==> src/rtl/board_scanner.sv <==
// Reads the nine 3x3 board cells, evaluates the eight win lines and reports win/draw/none.
// Latency: start to done = 18 + READ_LAT cycles. No backpressure: start while busy is dropped.
// BOARD_SCANNER_WIN_MASK_EN: when defined, win_mask reports the winning line; otherwise it is tied to 0.
module board_scanner #(
    parameter int ADDR_W   = 4,
    parameter int DATA_W   = 2,
    parameter int READ_LAT = 1
) (
    input  logic              clk,
    input  logic              rst,
    input  logic              start,
    output logic [ADDR_W-1:0] rd_addr,
    input  logic [DATA_W-1:0] rd_data,
    output logic              busy,
    output logic              done,
    output logic [1:0]        result,
    output logic [8:0]        win_mask
);

    typedef enum logic [1:0] {IDLE, FETCH, EVAL, DONE} stateT;

    stateT               state;
    logic                issuing;
    logic [READ_LAT-1:0] vldPipe;
    logic [3:0]          capIdx;
    logic [2:0]          lineIdx;
    logic [DATA_W-1:0]   snapshot [9];
    logic                found;
    logic [DATA_W-1:0]   foundVal;

    logic [3:0]          idxA, idxB, idxC;
    logic [DATA_W-1:0]   cellA, cellB, cellC;
    logic                lineMatch, allFilled, effFound;
    logic [DATA_W-1:0]   effVal;

    // Fixed evaluation order: rows, columns, diagonal, anti-diagonal.
    always_comb begin
        idxA = 4'd0; idxB = 4'd1; idxC = 4'd2;
        case (lineIdx)
            3'd0: begin idxA = 4'd0; idxB = 4'd1; idxC = 4'd2; end
            3'd1: begin idxA = 4'd3; idxB = 4'd4; idxC = 4'd5; end
            3'd2: begin idxA = 4'd6; idxB = 4'd7; idxC = 4'd8; end
            3'd3: begin idxA = 4'd0; idxB = 4'd3; idxC = 4'd6; end
            3'd4: begin idxA = 4'd1; idxB = 4'd4; idxC = 4'd7; end
            3'd5: begin idxA = 4'd2; idxB = 4'd5; idxC = 4'd8; end
            3'd6: begin idxA = 4'd0; idxB = 4'd4; idxC = 4'd8; end
            default: begin idxA = 4'd2; idxB = 4'd4; idxC = 4'd6; end
        endcase
    end

    assign cellA     = snapshot[idxA];
    assign cellB     = snapshot[idxB];
    assign cellC     = snapshot[idxC];
    assign lineMatch = (cellA == cellB) && (cellB == cellC) &&
                       ((cellA == DATA_W'(1)) || (cellA == DATA_W'(2)));
    assign effFound  = found || lineMatch;
    assign effVal    = found ? foundVal : cellA;

    always_comb begin
        allFilled = 1'b1;
        for (int i = 0; i < 9; i++) begin
            if (snapshot[i] == '0) allFilled = 1'b0;
        end
    end

`ifdef BOARD_SCANNER_WIN_MASK_EN
    logic [8:0] lineMask, foundMask, effMask, winMaskQ;
    assign lineMask = (9'd1 << idxA) | (9'd1 << idxB) | (9'd1 << idxC);
    assign effMask  = found ? foundMask : lineMask;
    assign win_mask = winMaskQ;
`else
    assign win_mask = 9'd0;
`endif

    always_ff @(posedge clk) begin
        if (rst) begin
            state    <= IDLE;
            rd_addr  <= '0;
            issuing  <= 1'b0;
            vldPipe  <= '0;
            capIdx   <= 4'd0;
            lineIdx  <= 3'd0;
            found    <= 1'b0;
            foundVal <= '0;
            busy     <= 1'b0;
            done     <= 1'b0;
            result   <= 2'b00;
            for (int i = 0; i < 9; i++) snapshot[i] <= '0;
`ifdef BOARD_SCANNER_WIN_MASK_EN
            foundMask <= 9'd0;
            winMaskQ  <= 9'd0;
`endif
        end else begin
            // vldPipe[READ_LAT-1] marks the cycle rd_data answers a valid address.
            for (int i = READ_LAT - 1; i > 0; i--) vldPipe[i] <= vldPipe[i-1];
            vldPipe[0] <= issuing;

            case (state)
                IDLE: begin
                    rd_addr <= '0;
                    if (start) begin
                        state   <= FETCH;
                        busy    <= 1'b1;
                        issuing <= 1'b1;
                        capIdx  <= 4'd0;
                        found   <= 1'b0;
                    end
                end
                FETCH: begin
                    if (issuing) begin
                        if (rd_addr == ADDR_W'(8)) begin
                            rd_addr <= '0;
                            issuing <= 1'b0;
                        end else begin
                            rd_addr <= rd_addr + ADDR_W'(1);
                        end
                    end
                    if (vldPipe[READ_LAT-1]) begin
                        snapshot[capIdx] <= rd_data;
                        if (capIdx == 4'd8) begin
                            state   <= EVAL;
                            lineIdx <= 3'd0;
                        end else begin
                            capIdx <= capIdx + 4'd1;
                        end
                    end
                end
                EVAL: begin
                    if (!found && lineMatch) begin
                        found    <= 1'b1;
                        foundVal <= cellA;
`ifdef BOARD_SCANNER_WIN_MASK_EN
                        foundMask <= lineMask;
`endif
                    end
                    // Outputs are registered on the way into DONE so they are visible with the pulse.
                    if (lineIdx == 3'd7) begin
                        state  <= DONE;
                        done   <= 1'b1;
                        result <= effFound ? 2'(effVal) : (allFilled ? 2'b11 : 2'b00);
`ifdef BOARD_SCANNER_WIN_MASK_EN
                        winMaskQ <= effFound ? effMask : 9'd0;
`endif
                    end else begin
                        lineIdx <= lineIdx + 3'd1;
                    end
                end
                default: begin
                    done  <= 1'b0;
                    busy  <= 1'b0;
                    state <= IDLE;
                end
            endcase
        end
    end

endmodule

==> config.mk <==
export PLATFORM = sky130hd
export DESIGN_NAME = board_scanner
export DESIGN_NICKNAME = d
export VERILOG_FILES = /design/src/rtl/board_scanner.sv
export SDC_FILE = /design/constraint.sdc
export NUM_CORES = 1
export LEC_CHECK = 0
export CORE_UTILIZATION = 53
export DETAILED_ROUTE_END_ITERATION = 10
export GPL_ROUTABILITY_DRIVEN = 0
export GPL_TIMING_DRIVEN = 0
export PLACE_DENSITY = 0.76
export SYNTH_ARGS = -nofsm -noshare
export SYNTH_HDL_FRONTEND = slang
export SYNTH_SLANG_ARGS = --single-unit
export TNS_END_PERCENT = 10
==> constraint.sdc <==
create_clock -name clk -period 2.72 [get_ports clk]
set_clock_uncertainty 0.1 [all_clocks]
set_input_delay 0.816 -clock clk [delete_from_list [all_inputs] [get_ports clk]]
set_output_delay 0.816 -clock clk [all_outputs]
set_load 0.1 [all_outputs]
# Word-level counts from Yosys, hierarchy flattened
# Memory sizes are Yosys's and may differ from the RTL's.
# Cells that the tools add are included.
# totals
reg_bits,22
ram_bits,18
in_bits,5
output_inout_bits,17
elab_cells,125
mem_count,1
# mem_list
memory,depth,word_bits,read_ports,rd_clocked_by_memory_dff,write_ports,line,rtl
snapshot,9,2,12,0,9,27,logic [DATA_W-1:0] snapshot [9];
# classes
add_sub_neg,3
n_eq_ne,23
n_mux,50
bitwise_logic,2
n_reduce_logical,35
# ops
op,count
two-way mux 4 bit,6
case mux 3 bit (4 select lines),2
two-way mux 1 bit,22
zero test 2 bit,10
two-way mux 2 bit,8
!= test 2 bit (second input constant),8
case mux 4 bit (2 select lines),2
case mux 4 bit (4 select lines),1
== test 3 bit (second input constant),4
AND reduction 2 bit,6
AND reduction 4 bit,3
two-way mux 3 bit,3
adder 4 x 1 -> 4 bit (second input constant),2
== test 4 bit (second input constant),2
case mux 1 bit (2 select lines),4
== test 3 x 2 -> 1 bit (second input constant),2
case mux 2 bit (3 select lines),1
case mux 3 bit (2 select lines),1
nonzero test 2 bit,3
OR reduction 2 bit,3
OR reduction 3 bit,2
== test 2 x 1 -> 1 bit (second input constant),2
== test 2 bit,2
== test 2 bit (second input constant),2
other kinds (8),12

# Logic depth before layout (Yosys ltp)
# Gate-level depths: netlist (run 1).
# An unclocked memory read counts as a cell.
# depth
depth_word,13
ltp_mapped,11

# Worst setup path after synthesis (run 1)
# Ideal clock, no wire load.
# synth_timing
path_kind,reg-to-reg
from,reg lineIdx[1]
to,reg foundVal[1]
setup_ps,69
arrival_time_ps,2568
setup_slack_ps,-17
path_stages_with_launch,11
path_buffers,1
period_less_slack_ps,2737
cell_sequence,dfxtp_1 -> inv_1 -> ha_1 -> buf_6 -> mux2_4 -> mux2_4 -> a221oi_2 -> and4_1 -> nand4_2 -> or4_1 -> o21ai_1
# synth_between
elab_chain_cells,9
elab_cells_between_ends,22
cone_classes,10 x eq/ne; 3 x mux; 8 x reduce/logical; 1 x memory
# synth_lines
item,line,rtl
from (decl),26,logic [2:0] lineIdx;
from (signal assigned),145,lineIdx <= lineIdx + 3'd1;
== test 3 bit (tied with other cells),39,case (lineIdx)
OR reduction 3 bit (no line),n/a,
case mux 3 bit (4 select lines) / case mux 4 bit (4 select lines) (equally long branches),39,
memory read (9 x 2 bit) *,n/a,
== test 2 bit (tied with other cells),54,assign lineMatch = (cellA == cellB) && (cellB == cellC) &&
logical AND 1 bit / logical OR 1 bit (equally long branches),"54, 55",
logical AND 1 bit,54,
logical AND 1 bit,129,if (!found && lineMatch) begin
AND reduction 2 bit (no line),n/a,
to (signal assigned),131,foundVal <= cellA;
to (decl),29,logic [DATA_W-1:0] foundVal;
# Mark *: on every way between the ends. The rest lies on a longest branch, timed or not.
# A chain may end at the register's enable or synchronous reset.

# Worst setup path after layout (run 1)
# Same ends and word-level chain as after synthesis.

==> out/results.txt, run 1 <==
The H-tree was split into 2 levels. For this run, the number of Yosys warnings is 0. The largest net degree at the start of global routing came out at 16. Fill cells in the final layout number 438.

The floorplan step set the die height to 78.4 um. Setup repair after global routing could not meet its margin everywhere. The clock latency reported for the late side of the worst-skew pair came out at 0.30 ns.

The met3 usage in global routing is 0.0419, and the number of pins exceeding their max-slew limit in the final report is 0. The met2 track utilization from global routing was 0.411. Summed over all instances, the cell type with the most area after synthesis is sky130_fd_sc_hd__edfxtp_1. In the routed design, unresolved DRC markers number 0. The area overhead of the layout relative to synthesis was 20.2%.

The minimum setup slack after placement was -0.271 ns. The run gives 0.556 as the effective utilization at floorplan. The total wirelength of the detailed-routed design is 7280 um. The number of sinks driven by the clock tree was 50.

The critical path is of the reg -> reg type. VDD sags by at most 401 uV. The met1 layer usage reported by global route is 0.299.

The finished cells cover 3720 um2. The average instance in the mapped netlist occupies 9.27 um2. The tools report the number of buffers created by CTS as 5. The detail route stage leaves a number of antenna-violating nets equal to 0.

TritonCTS built the clock tree. The instance area after placement is 3340 um2, and the share of synthesized area occupied by flip-flops and latches is 0.414. Row generation in the floorplan step produced 27 rows.

The logs give 5570 um2 for the area inside the core boundary and 4 for the number of iterations in the first detailed-routing pass. Clock root buffer: sky130_fd_sc_hd__clkbuf_8. In this run, the number of DRC markers left after iteration 0 of detailed routing was 224.

The run finished, with violations left. Dividing the detail-routed wire length by the instance count gives 16.3 um. For the pin with the worst max-slew slack, the measured transition is 0.963 ns. For the setup slack after layout, the log shows -0.103 ns. Measured in cells, the most critical reg-to-reg path has a length of 10.

The type of the worst min-delay path is reg -> reg. Post-route total power: 2.22 mW. For the worst setup path, the data arrival time is 2.96 ns. Summed over all cells, the static leakage comes to 1.46 nW.

Yosys mapped a number of flops with a built-in enable equal to 28. For the post-synthesis cell type count, the log shows 58. The number of global-route vias before repair came out at 2,490. The top cell type's share of synthesized area works out to 0.272. For this run, the post-layout net count is 396. The gate count of the mapped netlist came out at 334. For the worst-case hold slack, the log shows 0.377 ns.

The worst setup path is captured at a register. For this run, the number of standard cells in the final layout without fillers is 447. The synthesized netlist occupies a cell area of 3100 um2. The shortest clock period the worst path allows after layout was 2.82 ns. Summed over all failing endpoints, the final setup total negative slack is -0.241 ns. The run gives 0 as the initial antenna violation count. The worst setup path is launched from a register. Setup violations remaining at the end of the flow were counted as 3. The number of placed I/O pins was 22; the clock-pin slew reported for the worst setup and hold paths after clock tree synthesis was 0.08 ns. The maximum fanout along the worst path came out at 5. The floorplan step defined a die boundary enclosing 6150 um2. Counting instances, the worst hold path has a depth of 2. The number of placed instances, taps included, is 426. The share of synthesized registers carrying an async set or reset works out to 0.

At the worst endpoint, the required time is 2.86 ns. The fraction of final layout cells sized beyond drive strength 1 works out to 0.197. The global routing stage identified its most utilized layer as met2. The maximum clock path buffer count was 2; the flop and latch count out of synthesis was 50. For this design, the CTS-stage hold fixing added 0 buffers.

The tools report the tightest slew margin relative to the limit as 0.357. Global routing finished with a remaining overflow of 0. The width of the die is 78.4 um. The count of buffers added on input and output ports is 12.

The final period utilization is 1.04, and the number of failing hold endpoints at the final stage is 0. The fraction of the core area covered by cells at the end of the flow was 0.668. The vias per cell is 5.80, and the highest attainable clock frequency is 0.354 GHz. The total global routing track utilization came out at 0.244. The checks that failed: setup timing. The max-capacitance violation count was 0. The wire length of the first global-routing pass is 11,700 um.

The flip-flop cell with the highest count after synthesis was sky130_fd_sc_hd__edfxtp_1. The estimated wirelength of the detail-placed design was 4970 um. The final route contains 2,594 vias.

By area the synthesized netlist is led by sky130_fd_sc_hd__edfxtp_1 (27%), sky130_fd_sc_hd__dfxtp_1 (14%), sky130_fd_sc_hd__ha_1 (6.9%). The areal power density over the cells works out to 597 nW/um2. The repair_antennas step left the layout with diodes totalling 0.
path summary, 6_finish.rpt:
path	from	slack, ns	endpoint
hold / removal	foundVal[1]	0.38	foundVal[1]
setup / recovery	lineIdx[1]	-0.10	foundVal[1]
hold reg to reg	foundVal[1]	0.38	foundVal[1]
setup reg to reg	lineIdx[1]	-0.10	foundVal[1]
synthesized netlist by cell type (4+ instances only):
| library cell | n |
|---|---|
| sky130_fd_sc_hd__nand3_1 | 8 |
| sky130_fd_sc_hd__dfxtp_1 | 22 |
| sky130_fd_sc_hd__and2_1 | 18 |
| sky130_fd_sc_hd__mux2i_1 | 8 |
| sky130_fd_sc_hd__nand2_1 | 21 |
| sky130_fd_sc_hd__a21oi_1 | 19 |
| sky130_fd_sc_hd__o211ai_1 | 4 |
| sky130_fd_sc_hd__ha_1 | 17 |
| sky130_fd_sc_hd__a31oi_1 | 5 |
| sky130_fd_sc_hd__edfxtp_1 | 28 |
| sky130_fd_sc_hd__buf_4 | 9 |
| sky130_fd_sc_hd__or2_2 | 5 |
| sky130_fd_sc_hd__nor3_1 | 12 |
| sky130_fd_sc_hd__o21ai_0 | 13 |
| sky130_fd_sc_hd__nand2b_1 | 10 |
| sky130_fd_sc_hd__nor2_1 | 31 |
| sky130_fd_sc_hd__and3_1 | 4 |
| sky130_fd_sc_hd__nand3b_1 | 4 |
| sky130_fd_sc_hd__o22ai_1 | 4 |
| sky130_fd_sc_hd__inv_1 | 21 |
| sky130_fd_sc_hd__clkbuf_1 | 10 |
routing by layer:
metal  share of wire  routed length, um  vias up
li1                -                  -     1268
met1            0.43               3150     1229
met2            0.49               3580       80
met3           0.045                331       17
met4           0.029                214        0
met5               0                  0        -
cell usage in the layout, fill, tap and decap left out, types with 5 or more instances in the layout:
master	Yosys	final
sky130_fd_sc_hd__mux2i_1	8	5
sky130_fd_sc_hd__nor2_1	31	31
sky130_fd_sc_hd__nand3_1	8	8
sky130_fd_sc_hd__a21oi_1	19	16
sky130_fd_sc_hd__clkbuf_8	0	5
sky130_fd_sc_hd__and2_1	18	18
sky130_fd_sc_hd__nand2b_1	10	10
sky130_fd_sc_hd__conb_1	1	9
sky130_fd_sc_hd__dfxtp_1	22	19
sky130_fd_sc_hd__ha_1	17	13
sky130_fd_sc_hd__clkbuf_1	10	8
sky130_fd_sc_hd__nor3_1	12	12
sky130_fd_sc_hd__o21ai_0	13	13
sky130_fd_sc_hd__inv_1	21	19
sky130_fd_sc_hd__nand2_1	21	21
sky130_fd_sc_hd__buf_4	9	23
sky130_fd_sc_hd__edfxtp_1	28	28
registers in the layout, summed over array words and instances, names as in the netlist:
register,flops
busy,1
found,1
state,2
snapshot,28
result,2
rd_addr,4
vldPipe,1
lineIdx,3
done,1
foundVal,2
issuing,1
capIdx,4
final cells by class:
class	instances	area (um2)	area share
Timing Repair Buffer	25	220	0.0592
Clock buffer	5	68.8	0.0185
Clock inverter	3	63.8	0.0171
Tap cell	72	90.1	0.0242
Multi-Input combinational cell	248	1750	0.471
Buffer	23	151	0.0407
Inverter	21	81.3	0.0219
Sequential cell	50	1290	0.347
power breakdown:
part | internal, mW | total, mW | switching [mW]
sequential | 0.838 | 0.884 | 0.0457
combinational | 0.265 | 0.740 | 0.475
clock | 0.364 | 0.597 | 0.233
cell families after synthesis:
family,Yosys count,synth area share
other,1,0.00121
DFF,50,0.414
and+or+nand+nor,133,0.230
adders and majority gates,17,0.0687
buffers and inverters,44,0.0679
AOI/OAI and AO/OA,72,0.155
xor gates and xnor gates,2,0.00566
muxes,15,0.0574
critical path, cell delays in order (launching register included):
cell and delay [ns]:
sky130_fd_sc_hd__dfxtp_4 0.38, sky130_fd_sc_hd__inv_4 0.05, sky130_fd_sc_hd__ha_4 0.15, sky130_fd_sc_hd__buf_6 0.12
sky130_fd_sc_hd__mux2_4 0.31, sky130_fd_sc_hd__mux2_4 0.32, sky130_fd_sc_hd__a221oi_4 0.30, sky130_fd_sc_hd__and4_4 0.27
sky130_fd_sc_hd__nand4_4 0.13, sky130_fd_sc_hd__or4_4 0.55, sky130_fd_sc_hd__o21ai_2 0.06
what timing repair did:
| action | 4_1_cts | 5_1_grt |
|---|---|---|
| setup buffers | 6 | 6 |
| gates resized for setup | 22 | 26 |
| gates cloned | 0 | 1 |
| pin swaps | 4 | 7 |
| setup endpoints to repair | 9 | 8 |
No activity file was read; power rests on OpenSTA's default activity.
==> run 2, diff against run 1 <==
--- a/config.mk
+++ b/config.mk
@@ -9,6 +9,7 @@
 export DETAILED_ROUTE_END_ITERATION = 10
 export GPL_ROUTABILITY_DRIVEN = 0
 export GPL_TIMING_DRIVEN = 0
+export HOLD_SLACK_MARGIN = 0.15
 export PLACE_DENSITY = 0.76
 export SYNTH_ARGS = -nofsm -noshare
 export SYNTH_HDL_FRONTEND = slang
==> results of run 2 <==
The final DEF is identical to that of run 1; final timing and power are the same.
==> run 3, diff against run 2 <==
--- a/config.mk
+++ b/config.mk
@@ -5,12 +5,15 @@
 export SDC_FILE = /design/constraint.sdc
 export NUM_CORES = 1
 export LEC_CHECK = 0
-export CORE_UTILIZATION = 53
+export CELL_PAD_IN_SITES_DETAIL_PLACEMENT = 1
+export CELL_PAD_IN_SITES_GLOBAL_PLACEMENT = 2
+export CORE_MARGIN = 2
+export CORE_UTILIZATION = 33
 export DETAILED_ROUTE_END_ITERATION = 10
 export GPL_ROUTABILITY_DRIVEN = 0
 export GPL_TIMING_DRIVEN = 0
 export HOLD_SLACK_MARGIN = 0.15
-export PLACE_DENSITY = 0.76
+export PLACE_DENSITY_LB_ADDON = 0.1
 export SYNTH_ARGS = -nofsm -noshare
 export SYNTH_HDL_FRONTEND = slang
 export SYNTH_SLANG_ARGS = --single-unit
==> run 3 against run 2 <==
  * The flow still finishes with violations (setup timing)
  * Cell count up 8.5%
  * Register-to-register slack improved by 0.04 ns
  * Die area grew 65%
  * Non-clock buffer count decreased by 1
  * Sequential power increased by 0.5%
  * Design area up 1.4%
  * Via count shrank 0.96%
  * Combinational power increased by 1%
  * Critical path type unchanged
  * Critical endpoint unchanged
  * Largest cell class unchanged
  * Highest routed layer unchanged
==> out/results.txt, run 3 (same netlist as run 1, synthesis figures left out) <==
The flow ran to the end, but the final reports show violations. The final reports fail on setup timing. The maximum fanout along the worst path is 6, and the clock-pin slew reported for the worst setup and hold paths after clock tree synthesis is 0.09 ns. Based on the critical path, the design can be clocked at up to 0.359 GHz. The final count of negative-setup-slack endpoints is 2, and the data required time of the worst path is 2.86 ns. The element type at the critical path end was a register.

The effective utilization at floorplan came out at 0.338. The largest registers in the layout are snapshot: 28 flops, capIdx: 4 flops, rd_addr: 4 flops. Counting I/O delays and the setup requirement, the final critical path takes 2.78 ns. Total inserted antenna cells: 0. The tools report the cell-internal power as 1.38 mW. The library cell used most frequently in the layout, excluding fill and tap cells, is sky130_fd_sc_hd__nor2_1.

The transition at the pin with the smallest max-transition slack is 0.966 ns. TritonCTS created 5 clock buffers. The first-iteration detailed-routing DRC count was 70; the die span in y was 101 um.

For this run, the slowest stage of the critical path takes 0.52 ns. The worst hold path was traced through 2 stages. The top cell types in the final layout, fill and taps aside, are sky130_fd_sc_hd__nor2_1 (31), sky130_fd_sc_hd__edfxtp_1 (28), sky130_fd_sc_hd__nand2_1 (21), sky130_fd_sc_hd__buf_4 (21).

The startpoint identified for the worst register-to-register timing path is lineIdx[1]. The data arrival time of the worst path came out at 2.92 ns. For this run, design rule violations remaining after detail routing come to 0. The setup slack after layout is -0.0640 ns, and the clock latency reported for the late side of the worst-skew pair is 0.31 ns. The clock tree synthesis step divided the H-tree into 2 levels.

Entering global routing, the biggest net connects 16 pins. Worst reg-to-reg path cell count: 10. The number of sinks driven by the clock tree was 50.

Across the run, the number of max-cap violations was 0. For this run the aggregate overflow at the end of global routing stands at 0. The pre-antenna-repair detailed-routing pass consisted of 4 iterations. The logs give 0.355 for the tightest slew margin relative to the limit and 0.271 for the met2 track utilization from global routing. The HPWL after detailed placement is 6080 um. The detailed router placed 2,569 vias in this run. The worst register-to-register path has a setup slack of -0.06 ns. The area inside the core boundary is 9150 um2, and the worst-case hold slack is 0.361 ns.

Met3 usage in global routing: 0.0277. Setup repair after global routing could not meet its margin everywhere. Total power for the finished layout comes to 2.16 mW. The detail route stage leaves a number of antenna-violating nets equal to 0. The busiest layer in global routing was met2. Fraction of final layout cells sized beyond drive strength 1: 0.201. The tools report the capture endpoint of the worst hold path as foundVal[1]. The critical path is of the reg -> reg type. The fraction of power consumed by sequential logic was 0.410. In this run the static leakage power is 1.43 nW. From synthesis to final layout, the design area changed by 21.9%. After detailed routing, the average wire length per cell comes to 17.2 um. The tools report the critical register-to-register path endpoint as foundVal[1]. The worst-case IR drop observed on VDD is 224 uV.

The worst setup path is launched from a register. The overall die area was 10,200 um2; the switching power total was 0.783 mW. For the total global routing track utilization, the log shows 0.166. Final period utilization: 1.02. The flip-flop count of the largest register, all copies and words added is 28, and the count of input and output buffers is 12.

The number of failing hold endpoints at the final stage was 0; the total wirelength of the detailed-routed design was 8320 um. The vias per cell was 5.30; the total number of placement rows was 35. The signal on the critical path passes through inv_4 > ha_4 > buf_6 > mux2_4 > mux2_4 > a221oi_4 > and4_4 > nand4_4 > or4_1 > o21ai_1. More flip-flops sit in one register than any other, and that register is snapshot. The number of placed I/O pins came out at 22. In this run, placement finished with an instance count of 465. The switching share of power works out to 0.362. The startpoint identified for the worst hold timing path is foundVal[1]. TritonCTS built the clock tree. Counting stages on the worst path, the most repeated cell is sky130_fd_sc_hd__mux2_4.

The final cell count without fillers came out at 485. The met1 layer usage reported by global route was 0.221; the aggregate negative setup slack was -0.0934 ns. For the combinational share of power, the log shows 0.347. The number of pins exceeding their max-slew limit in the final report was 0; the part of the total power dissipated in the clock network was 0.243. The net count reported at finish is 395, and the areal power density over the cells is 573 nW/um2. The cell at the slowest stage of the critical path was sky130_fd_sc_hd__or4_1.

The number of global-route vias before repair is 2,543. The maximum clock path buffer count is 2. The worst hold path belongs to the class reg -> reg.

The first global-routing pass estimated 13,100 um of wire. The die is 101 um wide. CTS placed an instance of sky130_fd_sc_hd__clkbuf_8 at the clock tree root.

Before CTS, the worst setup slack after placement is -0.441 ns. The initial antenna violation count is 0.
run 3: worst max-delay path by stage:
stage / startpoint / to
final: lineIdx[1] / foundVal[1]
after global routing: lineIdx[1] / foundVal[1]
after CTS: lineIdx[0] / foundVal[1]
after detailed placement: lineIdx[0] / result[0]
after global placement: lineIdx[0] / result[1]
after floorplan: lineIdx[0] / result[0]
run 3: cell type report:
class,instances,area [um2]
plain buffers,23,165
clock inverters,2,37.5
flip-flops and latches,50,1290
fillers,1053,5380
multi-input cells,248,1780
inverters,21,81.3
clock buffers,6,72.6
well taps,111,139
repair buffers,24,209
run 3: timing repair:
item / 4_1_cts / 5_1_grt
endpoints found under the setup margin: 10 / 10
resized for setup: 18 / 42
gates cloned: 0 / 1
pin swaps: 3 / 8
hold buffers: 0 / 0
setup buffers: 1 / 10
run 3: power by group through the flow:
stage / Combinational (mW) / Clock, mW / Sequential [mW]
CTS: 0.698 / 0.545 / 0.888
finish: 0.751 / 0.526 / 0.888
detailed placement: 0.683 / 0 / 0.906
global route: 0.823 / 0.574 / 0.895
global placement: 0.676 / 0 / 0.903
floorplan: 0.462 / 0 / 0.955
run 3: through the flow:
step	utilization	area, um2
floorplan	-	3130
global placement	0.370	3390
detailed placement	0.370	3390
CTS	0.387	3540
global route	0.412	3770
finish	0.412	3770
run 3: worst max-delay path: cells and delay by family, from the launching register on:
| kind | cells | cell delay, ns |
|---|---|---|
| simple gates | 3 | 0.92 |
| fa+ha+maj | 1 | 0.15 |
| compound gates | 2 | 0.36 |
| mux | 2 | 0.62 |
| buf+inv | 2 | 0.17 |
| flops | 1 | 0.39 |
run 3: layer usage:
layer  wire length [um]  vias up
met5                  0        -
met4                186        0
met3                171        9
met2               4030       29
met1               3930     1271
li1                   -     1260
